--- src/rtl/psum_accum_ctrl_pkg.sv ---
// Shared types and default sizing for the partial-sum accumulation controller.
package psum_ctrl_pkg;

  // Controller sequence: wait, read a row, accumulate, write back, end of pass.
  typedef enum logic [2:0] {
    IDLE,
    RD,
    ACC,
    WR,
    DONE
  } state_t;

  localparam int col_def     = 8;
  localparam int psum_bw_def = 16;
  localparam int npix_def    = 16;
  localparam int nkij_def    = 9;
  localparam int addr_w_def  = 9;

endpackage

--- src/rtl/psum_accum_ctrl_lane_adder.sv ---
// psum_lane_adder: combinational col-lane adder. Each lane wraps modulo
// 2^psum_bw with no carry into its neighbour. zero_acc drops the PMEM operand
// (first kernel position); relu_en clamps negative lane sums to zero.
module psum_lane_adder
  import psum_ctrl_pkg::*;
#(
  parameter int col     = col_def,
  parameter int psum_bw = psum_bw_def
) (
  input  logic [col*psum_bw-1:0] op,
  input  logic [col*psum_bw-1:0] acc,
  input  logic                   zero_acc,
  input  logic                   relu_en,
  output logic [col*psum_bw-1:0] sum
);

  logic [psum_bw-1:0] lane;

  // Per-lane add with optional PMEM operand and optional negative clamp.
  always_comb begin
    // NOTE: every combinational output gets a default first, so no path can infer a latch.
    sum  = '0;
    lane = '0;
    for (int i = 0; i < col; i++) begin
      lane = op[i*psum_bw +: psum_bw] + (zero_acc ? '0 : acc[i*psum_bw +: psum_bw]);
      if (relu_en && lane[psum_bw-1]) begin
        lane = '0;
      end
      sum[i*psum_bw +: psum_bw] = lane;
    end
  end

endmodule

--- src/rtl/psum_accum_ctrl.sv ---
// psum_accum_ctrl: drains the output FIFO one pixel row at a time and does a
// read-modify-write into PMEM, accumulating across the nkij kernel positions
// of one convolution. One start pulse runs one pass of npix rows.
// Optional macro PSUM_RELU_EN: clamp negative lanes to zero on the last pass.
module psum_accum_ctrl
  import psum_ctrl_pkg::*;
#(
  parameter int col     = col_def,
  parameter int psum_bw = psum_bw_def,
  parameter int npix    = npix_def,
  parameter int nkij    = nkij_def,
  parameter int addr_w  = addr_w_def
) (
  input  logic                   clk,
  input  logic                   reset,
  input  logic                   start,
  input  logic [addr_w-1:0]      base_addr,
  output logic                   busy,
  output logic                   pass_done,
  output logic                   all_done,
  output logic [3:0]             kij_idx,
  input  logic                   ofifo_valid,
  input  logic [col*psum_bw-1:0] ofifo_out,
  output logic                   ofifo_rd,
  input  logic [col*psum_bw-1:0] pmem_q,
  output logic [col*psum_bw-1:0] pmem_d,
  output logic [addr_w-1:0]      pmem_addr,
  output logic                   pmem_cen,
  output logic                   pmem_wen
);

  localparam int nij_w = (npix > 1) ? $clog2(npix) : 1;
  localparam int row_w = col * psum_bw;

  state_t             state;
  state_t             state_next;
  logic [nij_w-1:0]   nij;
  logic [row_w-1:0]   op_reg;
  logic [row_w-1:0]   sum_reg;
  logic [row_w-1:0]   sum_next;
  logic [addr_w-1:0]  row_addr;
  logic               first_pass;
  logic               last_pass;
  logic               last_row;
  logic               relu_en;

  assign first_pass = (kij_idx == 4'd0);
  assign last_pass  = (kij_idx == 4'(nkij - 1));
  assign last_row   = (nij == nij_w'(npix - 1));
  // Wraps modulo 2^addr_w when the tile runs past the top of PMEM.
  assign row_addr   = base_addr + addr_w'(nij);

`ifdef PSUM_RELU_EN
  assign relu_en = last_pass;
`else
  assign relu_en = 1'b0;
`endif

  psum_lane_adder #(
    .col     (col),
    .psum_bw (psum_bw)
  ) u_lane_adder (
    .op       (op_reg),
    .acc      (pmem_q),
    .zero_acc (first_pass),
    .relu_en  (relu_en),
    .sum      (sum_next)
  );

  // State register.
  always_ff @(posedge clk) begin
    // NOTE: flops use non-blocking assignments so every register samples pre-edge values.
    if (reset) begin
      state <= IDLE;
    end else begin
      state <= state_next;
    end
  end

  // Next-state decode.
  always_comb begin
    state_next = state;
    unique case (state)
      IDLE:    if (start) state_next = RD;
      RD:      if (ofifo_valid) state_next = ACC;
      ACC:     state_next = WR;
      WR:      state_next = last_row ? DONE : RD;
      DONE:    state_next = IDLE;
      default: state_next = IDLE;
    endcase
  end

  // Row counter, pass counter and the operand/sum pipeline registers.
  always_ff @(posedge clk) begin
    // NOTE: sum_reg drives pmem_d directly, so the data registers are reset to give pmem_d = 0 out of reset.
    if (reset) begin
      nij     <= '0;
      kij_idx <= 4'd0;
      op_reg  <= '0;
      sum_reg <= '0;
    end else begin
      unique case (state)
        IDLE: if (start) nij <= '0;
        RD:   if (ofifo_valid) op_reg <= ofifo_out;
        ACC:  sum_reg <= sum_next;
        WR:   if (!last_row) nij <= nij + nij_w'(1);
        DONE: kij_idx <= last_pass ? 4'd0 : kij_idx + 4'd1;
        default: ;
      endcase
    end
  end

  // pmem_d follows sum_reg, which only changes in ACC, so it holds the
  // last written row everywhere outside WR.
  assign pmem_d = sum_reg;

  // Moore decode of FIFO/PMEM strobes and status pulses.
  always_comb begin
    busy      = (state != IDLE);
    pass_done = 1'b0;
    all_done  = 1'b0;
    ofifo_rd  = 1'b0;
    pmem_cen  = 1'b1;
    pmem_wen  = 1'b1;
    pmem_addr = '0;
    unique case (state)
      RD: begin
        if (ofifo_valid) begin
          ofifo_rd = 1'b1;
          if (!first_pass) begin
            pmem_cen  = 1'b0;
            pmem_addr = row_addr;
          end
        end
      end
      WR: begin
        pmem_cen  = 1'b0;
        pmem_wen  = 1'b0;
        pmem_addr = row_addr;
      end
      DONE: begin
        pass_done = 1'b1;
        all_done  = last_pass;
      end
      default: ;
    endcase
  end

endmodule

--- config.mk ---
export PLATFORM = sky130hd
export DESIGN_NAME = psum_accum_ctrl
export DESIGN_NICKNAME = d
export VERILOG_FILES = /design/src/rtl/psum_accum_ctrl_pkg.sv /design/src/rtl/psum_accum_ctrl_lane_adder.sv /design/src/rtl/psum_accum_ctrl.sv
export SDC_FILE = /design/constraint.sdc
export NUM_CORES = 1
export LEC_CHECK = 0
export ABC_AREA = 1
export CORE_MARGIN = 2
export CORE_UTILIZATION = 50
export DETAILED_ROUTE_END_ITERATION = 6
export GPL_TIMING_DRIVEN = 1
export PLACE_DENSITY = 0.88
export SLEW_MARGIN = 20
export SYNTH_ARGS = -nofsm -noshare
export SYNTH_HDL_FRONTEND = slang
export SYNTH_SLANG_ARGS = --single-unit
--- constraint.sdc ---
create_clock -name clk -period 2.75 [get_ports clk]
set_input_delay 0.55 -clock clk [delete_from_list [all_inputs] [get_ports clk]]
set_output_delay 0.55 -clock clk [all_outputs]
set_load 0.05 [all_outputs]
### After elaboration in Yosys (flattened, before gate mapping)

Cells that the tools add are included.

| operators by class | value |
|---|---|
| bitwise operators | 0 |
| magnitude comparators | 0 |
| reduce and logical (&&, ||, !) cells | 7 |
| add/subtract/negate cells | 11 |
| $mul | 0 |
| muxes and demuxes | 27 |
| eq/ne operators | 9 |
| div/mod/pow operators | 0 |
| shift operators | 0 |

Operators by type and width:

| cell | number |
|---|---|
| 16-bit adder | 8 |
| 16-bit two-way mux | 8 |
| 9-bit two-way mux | 2 |
| 9-bit case mux with 2 select lines | 1 |
| 4-bit two-way mux | 3 |
| 3-bit case mux with 4 select lines | 1 |
| 9-bit by 4-bit adder with 9-bit output | 1 |
| 3-bit two-way mux | 3 |
| 4-bit by 1-bit adder with 4-bit output (second input constant) | 2 |
| 4-bit equality test (second input constant) | 2 |
| 4-bit case mux with 2 select lines | 1 |
| 1-bit two-way mux | 7 |
| 3-bit by 2-bit equality test with 1-bit output (second input constant) | 2 |
| 2-bit != test (second input constant) | 3 |
| 4-bit zero test | 1 |
| 2-bit AND reduction | 2 |
| 3-bit by 1-bit equality test with 1-bit output (second input constant) | 1 |
| 3-bit equality test (second input constant) | 1 |
| 3-bit zero test | 1 |
| 3-bit AND reduction | 1 |
| 3-bit nonzero test | 1 |
| 1-bit case mux with 2 select lines | 1 |
| 2-bit nonzero test | 1 |

| storage, ports and cells | value |
|---|---|
| memories | 0 |
| bits in latches | 0 |
| flip-flop bits (word level) | 267 |
| memory bits (writable) | 0 |
| output and inout port bits | 147 |
| bits in read-only memories | 0 |

### Longest topological paths before layout

| depth | value |
|---|---|
| word-level depth | 4 |
| gate-level depth with buffers | 19 |
| depth with buffers taken out | 17 |

### Modules after synthesis

From an unflattened synthesis, not the netlist that was laid out.

| second synthesis, totals | value |
|---|---|
| cells, all modules | 3264 |
| area, all modules | 19476.2 um2 |

Modules (own cells, without submodules):

| module | cells each | times used | area an instance (um2) |
|---|---|---|---|
| psum_accum_ctrl | 1271 | 1 | 9808.2 |
| psum_lane_adder | 1993 | 1 | 9668.0 |

### Least setup slack after synthesis

No wires, ideal clock.

| path | value |
|---|---|
| kind | register to output |
| start | reg kij_idx[0] |
| end | out pmem_addr[5] |
| cell stages (with the launch flop) | 7 |
| data required time | 2.200 ns |
| arrival time | 2.939 ns |
| slack | -0.739 ns |
| cells stage by stage | dfxtp_1 inv_1 ha_1 nand3_2 buf_2 a31oi_2 nor3_1 |

| on the way | value |
|---|---|
| cells in the longest elaborated chain, start to end | 4 |

Ends and longest elaborated chain:

| what | line | text |
|---|---|---|
| start: declaration | psum_accum_ctrl.sv:21 | `output logic [3:0] kij_idx,` |
| start signal: assignment | psum_accum_ctrl.sv:107 | `DONE: kij_idx <= last_pass ? 4'd0 : kij_idx + 4'd1;` |
| 4-bit zero test | psum_accum_ctrl.sv:47 | `assign first_pass = (kij_idx == 4'd0);` |
| 9-bit two-way mux | psum_accum_ctrl.sv:130 | `if (!first_pass) begin` |
| 9-bit two-way mux | psum_accum_ctrl.sv:128 | `if (ofifo_valid) begin` |
| 9-bit case mux with 2 select lines | psum_accum_ctrl.sv:126 | `unique case (state)` |
| end: declaration | psum_accum_ctrl.sv:27 | `output logic [addr_w-1:0] pmem_addr,` |

Every way passes these cells.

### Worst setup path in the final report

| path | value |
|---|---|
| start | reg nij[0] |
| end | out pmem_addr[8] |

| on the way | value |
|---|---|
| cells in the longest elaborated chain, start to end | 4 |

Ends and longest elaborated chain:

| what | line | text |
|---|---|---|
| start: declaration | psum_accum_ctrl.sv:37 | `logic [nij_w-1:0] nij;` |
| start signal: assignment | psum_accum_ctrl.sv:106 | `WR: if (!last_row) nij <= nij + nij_w'(1);` |
| 9-bit by 4-bit adder with 9-bit output (*) | psum_accum_ctrl.sv:51 | `assign row_addr = base_addr + addr_w'(nij);` |
| 9-bit two-way mux | psum_accum_ctrl.sv:130 |  |
| 9-bit two-way mux | psum_accum_ctrl.sv:128 |  |
| 9-bit case mux with 2 select lines (*) | psum_accum_ctrl.sv:126 |  |

Mark *: on every way between the ends. The rest lies on a longest branch, timed or not.

==> flow_summary.json <==
{
  "relSlewSlack_pct": 55.8,
  "vias_per_cell": 5.10,
  "power.leakage_uw": 0.0127,
  "grt_first_pass_wirelength_um": 92200,
  "cts_buffers": 30,
  "ioPinCount": 416,
  "clock_path_buffers": 3,
  "grt_antenna_before_repair": 6,
  "hold_viol": 0,
  "port_buffers": 415,
  "ant_nets": 0,
  "synthCells": 3034,
  "final_common_cell": "nand2_1",
  "syn_area_mm2": 0.0182,
  "synth_edf_count": 0,
  "clock.fmax_mhz": 333,
  "failed_checks": "setup timing",
  "place_ws_ns": -0.399,
  "peakVddDrop_uv": 526,
  "fp-row-count": 69,
  "outcome": "finished with violations",
  "grt_max_degree": 85,
  "finalSetupViolations": 5,
  "dpl.hpwl_um": 42200,
  "drt-initial-drc-count": 1024,
  "fin_skew_ns": 0.0111,
  "cts_tree": "done",
  "async_flop_share_pct": 0,
  "worst_slack_ns": -0.256,
  "end_kind": "output port",
  "finalPower_uw": 11600,
  "vias": 20008,
  "cap_violations": 0,
  "ctsHtreeMaxLevel": 1,
  "grt_overflow_total": 0,
  "finalSetupTns_ns": -0.851,
  "critPathMaxFanout": 2,
  "synthFlopType": "dfxtp_1",
  "drc": 0,
  "grtUsageTotal_pct": 29.5,
  "layout-drive-gt1-share_pct": 5.84,
  "finalCriticalPeriod_ns": 3.01,
  "syn_avg_cell_area_um2": 5.99,
  "cts_sinks": 267,
  "nNetsFinal": 3844,
  "finalWirelength_um": 59400,
  "grt_setup_unrepaired": "true",
  "finalMaxSlewViolations": 0,
  "start_kind": "flop",
  "root_buffer": "clkbuf_16",
  "fp.coreArea_mm2": 0.0357,
  "drt-pass1-iter-count": 7,
  "start_util_pct": 51.0,
  "worst-endpoint-arrival_ns": 2.46,
  "yosysSeqAreaShare_pct": 29.4,
  "design_area_mm2": 0.0245,
  "placed_cell_area_mm2": 0.0230,
  "required_ns": 2.20,
  "synth_warnings": 0,
  "hold_class": "input pin to flop",
  "die_x_um": 195,
  "path_clk_slew_ns": 0.06,
  "synth_cell_types": 39,
  "fin_crit_sh_pct": 109,
  "most-common-layout-cells": "692 x nand2_1, 674 x nor2_1, 537 x inv_1",
  "place.gp.congestion": 0.957,
  "die_h_um": 195,
  "wire_per_inst_um": 15.1,
  "syn_to_final_growth_pct": 34.7,
  "postLayoutCoreUtil_pct": 68.6,
  "clk_latency_ns": 0.57,
  "first_global_vias": 19067,
  "syn_nets": 3439,
  "die-area_mm2": 0.0379,
  "tightest_slew_ns": 0.663,
  "worst-setup-path-type": "flop to output port",
  "synth_seq_cells": 267,
  "cellPowerDensity_mw_per_mm2": 472
}
==> cells in the mapped netlist, types with 4 or more instances <==
cell type | n | area [um^2]
fa_1 | 9 | 180
xnor2_1 | 17 | 149
o21ai_1 | 41 | 205
dfxtp_1 | 267 | 5350
ha_1 | 127 | 1590
nand3b_1 | 7 | 52.6
nor2_1 | 692 | 2600
or2_2 | 4 | 25.0
a21oi_1 | 95 | 475
o21ai_0 | 168 | 841
buf_1 | 4 | 15.0
buf_6 | 6 | 67.6
inv_1 | 540 | 2030
o211ai_1 | 9 | 67.6
nor3_1 | 29 | 145
buf_2 | 43 | 215
clkbuf_1 | 39 | 146
xor2_1 | 34 | 298
nand3_1 | 167 | 836
nand2_1 | 698 | 2620
inv_2 | 5 | 18.8
buf_4 | 4 | 30.0
nand4_1 | 8 | 50.1
==> worst max-delay path, cell delays in order, from the launching register on <==
cell and delay, ns:
dfxtp_4 0.36, ha_4 0.15, inv_2 0.05, fa_2 0.35, inv_2 0.07, nand3_2 0.07
nand2_2 0.09, nand2_2 0.08, nor2_4 0.11, nand3_2 0.07, xor2_1 0.25, nor2_2 0.08
buf_12 0.15
==> where the power goes <==
part,total (uW),internal [uW],switching [uW]
clock network,4040,2340,1690
registers,4480,4220,252
logic,3050,1210,1840
==> path summary, 6_finish.rpt <==
check	start	to	slack (ns)	depth (start not counted)
worst max-delay path	nij[0]$_SDFFE_PP0P_	pmem_addr[8]	-0.26	12
worst min-delay path	reset	kij_idx[1]$_SDFFE_PP0P_	0.37	4
worst max register to register	kij_idx[0]$_SDFFE_PP0P_	pmem_d[94]$_SDFFE_PP0P_	0.06	15
worst min register to register	op_reg[127]$_SDFFE_PP0P_	op_reg[127]$_SDFFE_PP0P_	0.48	2
==> per-layer routing <==
metal / track usage [%] / vias to the layer above / wire, um
met4: 13.6 / 2 / 3380
li1: - / 10054 / -
met5: 0 / - / 15
met1: 35.5 / 8854 / 23700
met3: 5.67 / 226 / 5290
met2: 51.0 / 872 / 27000
==> cells by family after synthesis <==
family | after synthesis | synth area share, %
flip-flops | 267 | 29.4
buffers and inverters | 643 | 13.9
XOR/XNOR | 51 | 2.46
AND/OR/NAND/NOR | 1619 | 35.5
adder cells (fa/ha/maj) | 136 | 9.74
AO/OA/AOI/OAI | 318 | 9.01
==> area by class of cell <==
class                           count  area [um^2]
Fill cell                        2939        11200
Multi-Input combinational cell   2124        10600
Sequential cell                   267         5350
Timing Repair Buffer              469         4860
Inverter                          547         2080
Clock buffer                       42          897
Tap cell                          461          577
Clock inverter                     11         85.1
Antenna cell                        5         12.5
==> metrics by stage <==
stage          hold WS, ns  instances
3_5_place_dp         0.470       3850
6_report             0.367       3926
2_1_floorplan        0.445       3034
4_1_cts              0.336       3912
3_3_place_gp         0.457       3850
5_1_grt              0.371       3926
==> timing repair <==
item | 4_1_cts | 5_1_grt
gates cloned | 0 | 2
pin swaps | 13 | 14
buffers inserted | 10 | 8
resized for setup | 24 | 58
hold buffers | 0 | 0
endpoints found under the setup margin | 9 | 85
No activity file was read; power rests on OpenSTA's default activity.
